==> config.mk <==
export PLATFORM = sky130hd
export DESIGN_NAME = apb_regfile_slave
export DESIGN_NICKNAME = d
export VERILOG_FILES = /design/src/rtl/apb_regfile_slave.sv
export SDC_FILE = /design/constraint.sdc
export NUM_CORES = 1
export LEC_CHECK = 0
export ABC_AREA = 1
export CAP_MARGIN = 20
export CELL_PAD_IN_SITES_DETAIL_PLACEMENT = 1
export CELL_PAD_IN_SITES_GLOBAL_PLACEMENT = 1
export CORE_MARGIN = 8
export CORE_UTILIZATION = 45
export DETAILED_ROUTE_END_ITERATION = 10
export PLACE_DENSITY = 0.86
export SYNTH_ARGS = -nofsm -noshare
export SYNTH_HDL_FRONTEND = slang
export SYNTH_SLANG_ARGS = --single-unit
==> constraint.sdc <==
create_clock -name HCLK -period 2.74 [get_ports HCLK]
set_input_delay 0.274 -clock HCLK [delete_from_list [all_inputs] [get_ports HCLK]]
set_output_delay 0.274 -clock HCLK [all_outputs]
set_load 0.02 [all_outputs]
==> src/rtl/apb_regfile_slave.sv <==
// APB completer holding a byte-strobed register file, with a programmable
// number of wait states, a read-only ID word at offset 0 and PSLVERR reporting.

module apb_regfile_byte_lane (
    input  logic       strb,
    input  logic [7:0] old_byte,
    input  logic [7:0] new_byte,
    output logic [7:0] merged
);
    assign merged = strb ? new_byte : old_byte;
endmodule

module apb_regfile_slave #(
    parameter int          NUM_REGS    = 16,
    parameter int          WAIT_STATES = 2,
    parameter logic [31:0] ID_VALUE    = 32'hA9B0_0001
) (
    input  logic        HCLK,
    input  logic        HRSTn,
    input  logic        PSEL,
    input  logic        PENABLE,
    input  logic [31:0] PADDR,
    input  logic        PWRITE,
    input  logic [31:0] PWDATA,
    input  logic [3:0]  PSTRB,
    output logic [31:0] PRDATA,
    output logic        PREADY,
    output logic        PSLVERR
);
    localparam logic [1:0] S_IDLE  = 2'd0;
    localparam logic [1:0] S_WAIT  = 2'd1;
    localparam logic [1:0] S_READY = 2'd2;

    localparam int         IDX_W      = (NUM_REGS > 1) ? $clog2(NUM_REGS) : 1;
    localparam logic [6:0] NUM_REGS_L = 7'(NUM_REGS);
    localparam logic [3:0] WAIT_INIT  = 4'(WAIT_STATES);

    logic [1:0]       state_q, state_d;
    logic [3:0]       cnt_q, cnt_d;
    logic [IDX_W-1:0] idx_q, idx_d;
    logic             write_q, write_d;
    logic             err_q, err_d;
    logic [31:0]      wdata_q, wdata_d;
    logic [3:0]       strb_q, strb_d;
    logic [31:0]      prdata_q, prdata_d;
    logic             pready_q, pready_d;
    logic             pslverr_q, pslverr_d;
    logic [31:0]      regs_q [NUM_REGS];
    logic [31:0]      regs_d [NUM_REGS];

    logic [5:0]       bus_idx;
    logic             setup, setup_err;
    logic             go_ready;
    logic [IDX_W-1:0] src_idx;
    logic             src_err, src_write;
    logic [31:0]      cur_word, merged;
    logic             unused_ok;

    // Upper address bits are decoded by the bridge.
    assign unused_ok = ^PADDR[31:8];

    assign bus_idx   = PADDR[7:2];
    assign setup     = PSEL && !PENABLE;
    assign setup_err = (PADDR[1:0] != 2'b00) ||
                       ({1'b0, bus_idx} >= NUM_REGS_L) ||
                       (PWRITE && (bus_idx == 6'd0));

    // With zero wait states the response is built straight from the live setup
    // phase; otherwise it comes from the values captured at setup.
    assign src_idx   = (state_q == S_IDLE) ? PADDR[IDX_W+1:2] : idx_q;
    assign src_err   = (state_q == S_IDLE) ? setup_err : err_q;
    assign src_write = (state_q == S_IDLE) ? PWRITE : write_q;

    assign cur_word  = regs_q[idx_q];

    for (genvar g = 0; g < 4; g++) begin : g_lane
        apb_regfile_byte_lane u_lane (
            .strb     (strb_q[g]),
            .old_byte (cur_word[8*g +: 8]),
            .new_byte (wdata_q[8*g +: 8]),
            .merged   (merged[8*g +: 8])
        );
    end

    always_comb begin
        state_d   = state_q;
        cnt_d     = cnt_q;
        idx_d     = idx_q;
        write_d   = write_q;
        err_d     = err_q;
        wdata_d   = wdata_q;
        strb_d    = strb_q;
        regs_d    = regs_q;
        go_ready  = 1'b0;

        case (state_q)
            S_IDLE: begin
                if (setup) begin
                    idx_d   = PADDR[IDX_W+1:2];
                    write_d = PWRITE;
                    err_d   = setup_err;
                    wdata_d = PWDATA;
                    strb_d  = PSTRB;
                    cnt_d   = WAIT_INIT;
                    if (WAIT_STATES == 0) begin
                        state_d  = S_READY;
                        go_ready = 1'b1;
                    end else begin
                        state_d = S_WAIT;
                    end
                end
            end
            S_WAIT: begin
                if (!PSEL) begin
                    state_d = S_IDLE;
                end else if (cnt_q <= 4'd1) begin
                    state_d  = S_READY;
                    go_ready = 1'b1;
                end else begin
                    cnt_d = cnt_q - 4'd1;
                end
            end
            S_READY: begin
                state_d = S_IDLE;
                if (write_q && !err_q) begin
                    regs_d[idx_q] = merged;
                end
            end
            default: state_d = S_IDLE;
        endcase

        pready_d  = go_ready;
        pslverr_d = go_ready && src_err;
        prdata_d  = '0;
        if (go_ready && !src_err && !src_write) begin
            prdata_d = (src_idx == '0) ? ID_VALUE : regs_q[src_idx];
        end
    end

    always_ff @(posedge HCLK or negedge HRSTn) begin
        if (!HRSTn) begin
            state_q   <= S_IDLE;
            cnt_q     <= '0;
            idx_q     <= '0;
            write_q   <= 1'b0;
            err_q     <= 1'b0;
            wdata_q   <= '0;
            strb_q    <= '0;
            prdata_q  <= '0;
            pready_q  <= 1'b0;
            pslverr_q <= 1'b0;
            for (int i = 0; i < NUM_REGS; i++) begin
                regs_q[i] <= '0;
            end
        end else begin
            state_q   <= state_d;
            cnt_q     <= cnt_d;
            idx_q     <= idx_d;
            write_q   <= write_d;
            err_q     <= err_d;
            wdata_q   <= wdata_d;
            strb_q    <= strb_d;
            prdata_q  <= prdata_d;
            pready_q  <= pready_d;
            pslverr_q <= pslverr_d;
            for (int i = 0; i < NUM_REGS; i++) begin
                regs_q[i] <= regs_d[i];
            end
        end
    end

    assign PRDATA  = prdata_q;
    assign PREADY  = pready_q;
    assign PSLVERR = pslverr_q;

endmodule

==> summary.txt <==
Worst setup path
  – CP Class: register to register
  – Critical path depth: 12
  – Reg2Reg Setup Slack: 0.08 ns
  – Crit-path most repeated cell: nand2_1
  – RR Endpoint: regs_q[311]$_DFFE_PN0P_
  – Setup crit end kind: register
  – Crit path buffers/inverters: 3
  – Worst setup path startpoint: idx_q[0]$_DFFE_PN0P_
  – CP Launch Type: register
  – RR Startpoint: idx_q[0]$_DFFE_PN0P_
  – Slowest stage delay, CP: 0.52 ns
  – Crit path cell chain: inv_1 -> nor2_4 -> buf_4 -> buf_12 -> nand2_1 -> nand4_1 -> nand2_1 -> nand2_1 -> nor2_1 -> nand2_1 -> nand3_1 -> nand2_1
  – Required time worst endpoint: 3.30 ns
  – R2R cell count: 12
  – Crit path DAT: 3.21 ns
  – Critical path's top delay family: simple AND/OR/NAND/NOR gates
  – Worst-path maximum fanout: 25
  – CP max-delay cell: dfrtp_1
  – End of the critical path: regs_q[311]$_DFFE_PN0P_

Die
  – Core area: 72600 um2
  – Cell row count: 99
  – Die height: 286 um
  – I/O pin count: 107
  – Die X: 286 um
  – Die area: 81900 um2
  – Initial Util: 45.2%

Logic synthesis
  – Library cells used by synthesis: 32
  – Synth area leader: dfrtp_1
  – Seq cells post-synth: 594
  – Synth Area in XOR/XNOR: 0%
  – Synth warn: 0
  – Post-synthesis simple-gate area fraction: 42.6%
  – Post-Syn Nets: 4895
  – Post-Synth Adder-Cell Area: 0.0762%
  – Post-Synthesis Cells: 4820
  – Post-synthesis mux area share: 0%
  – Largest family of logic cells by synthesized area: simple AND/OR/NAND/NOR gates
  – Area share of the largest cell type after synthesis: 45.3%
  – Seq/Total Area, Yosys: 45.3%
  – Largest cells by area after synthesis: dfrtp_1 (45%), nand2_1 (25%), nand3_1 (13%)
  – Post-Syn Area: 32800 um2
  – Synth Area per Inst: 6.81 um2
  – Compound-cell area share of the yosys netlist: 4.19%

Clock network
  – Clock buffer depth: 3
  – H-tree level count: 3
  – Clock Pin Slew Worst Setup and Hold Paths: 0.07 ns
  – CTS tree: yes
  – Root Driver: clkbuf_16
  – CTS buffer count: 70
  – Clock sinks: 594
  – Worst skew pair latency: 0.62 ns

Routing
  – Drt wl/cell: 25.9 um
  – Post-route ant nets: 0
  – DR DRC count: 1
  – DRT Wirelength: 153000 um
  – Vias/cell: 6.25
  – Pre-antenna DRT Iters: 11
  – DR iter-0 viols: 4546
  – Vias: 36900

Run status
  – Run status: finished with violations
  – Failing checks: design-rule violations

Power
  – Leakage: 19.8 nW
  – PwrDens: 782 nW/um2
  – VDD IR max: 593 uV

Placement
  – Placed Cells: 5784
  – RePlAce Congestion: 0.901
  – Post-detail-place hpwl: 92100 um
  – Port buffer count: 82

STA
  – Number of setup violations in the final report: 0
  – RSZ-0062 raised after global routing: false
  – Worst Max-Slew Pin Slew: 0.954 ns
  – Worst Clk Skew: 0.0165 ns
  – Setup TNS: 0 ns
  – Max-slew headroom: 36.4%
  – Final cycle utilization of the critical path: 97.0%
  – Fin. Hold Viols: 0
  – Worst hold margin: 0.204 ns
  – Final Max Slew Viols: 0
  – Min Tclk post-route: 2.66 ns
  – Peak Freq: 376 MHz

Cells and area
  – Most frequent cells in the layout: nand2_1 (2221), nand3_1 (856), dfrtp_1 (594)
  – Non-Filler Instances: 5909
  – Area Growth Syn to Fin: 18.3%
  – Commonest non-fill, non-tap cell in the layout: nand2_1
  – Ratio of cells with drive above 1 in the final layout: 8.75%
  – Fin nets: 4975

Global routing
  – Vias in the first global route: 38800
  – Initial antenna violation count: 0
  – Total global routing overflow: 0
  – Pin count of the biggest net entering global routing: 99
  – First-pass GRT wire length: 233000 um
  – Tot GR Track Use: 36.7%

Run
  – Max-Cap Viols: 0

Worst hold path
  – Min-Delay Path Class: input port to register
-- report_power, final --
part           internal [W]  switching (W)
sequential          0.00904       0.000217
combinational       0.00304        0.00856
clock               0.00560        0.00392
-- state kept, by name, indices dropped and copies added, names as in the netlist --
signal,cells
write_q,1
wdata_q,32
cnt_q,4
PRDATA,32
err_q,1
strb_q,4
idx_q,4
PREADY,1
PSLVERR,1
regs_q,512
state_q,2
-- repair_timing --
action	CTS	global route
endpoints found under the setup margin	0	27
setup buffers	0	2
endpoints found under the hold margin	47	0
hold buffers	1	0
gates resized for setup	0	0
-- routing by layer --
metal  part of all wire [%]  wire length (um)  track usage, %
met1                     37             56400            44.8
met2                     45             68500            57.0
met3                     11             16200            8.93
met4                    7.8             12000            25.5
met5                      0                 0               0
-- final cells by class --
class	count	area, um2
Antenna cell	2	5.00
Clock buffer	100	2030
Clock inverter	20	233
Fill cell	9349	33700
Inverter	297	1120
Multi-Input combinational cell	3589	15600
Sequential cell	594	14900
Tap cell	959	1200
Timing Repair Buffer	348	3780
-- per-stage QoR --
step	instance area, um2	worst slack, ns	total power [W]	utilization, %
2_1_floorplan	32800	0.829	0.0151	-
3_3_place_gp	36500	0.199	0.0202	50.3
3_5_place_dp	36500	0.115	0.0204	50.3
4_1_cts	38800	0.0267	0.0300	53.5
5_1_grt	38800	0.0165	0.0312	53.5
6_report	38800	0.0820	0.0304	53.5
-- synthesized netlist by cell type, drive strengths merged --
master and number:
nand3b 11, a41oi 1, a22oi 64, a31o 1, nor3 4, buf 155, o211ai 11, dfrtp 594
a31oi 1, nand3 856, inv 297, nor4 1, o22ai 11, ha 2, and2 15, a21oi 64
nor3b 1, or2 3, o21ai 79, clkbuf 185, nand4 79, nand2 2227, nor2 158
-- worst min-delay path by stage --
stage	startpoint	end	slack, ns	cells past startpoint
4_1_cts	PSTRB[1]	strb_q[1]$_DFFE_PN0P_	0.19	3
3_3_place_gp	HRSTn	wdata_q[22]$_DFFE_PN0P_	0.32	1
5_1_grt	PSTRB[1]	strb_q[1]$_DFFE_PN0P_	0.18	3
2_1_floorplan	HRSTn	PRDATA[0]$_DFF_PN0_	-0.02	0
3_5_place_dp	HRSTn	cnt_q[0]$_DFFE_PN0P_	0.33	1
6_report	PSTRB[1]	strb_q[1]$_DFFE_PN0P_	0.20	3
-- worst reg2reg max path: stages (launching register included) --
cell and delay, ns:
dfrtp_1 0.52, inv_1 0.18, nor2_4 0.30, buf_4 0.23
buf_12 0.20, nand2_1 0.12, nand4_1 0.09, nand2_1 0.05
nand2_1 0.08, nor2_1 0.05, nand2_1 0.48, nand3_1 0.19
nand2_1 0.12
-- kinds of logic (layout without fill, tap and decap cells) --
family | count (synthesis) | count (layout)
AOI/OAI and AO/OA | 232 | 232
adders and majority gates | 2 | 2
buffers and inverters | 637 | 765
DFF | 594 | 594
other | 0 | 2
and+or+nand+nor | 3355 | 3355
Power figures use the tool's default switching activity.
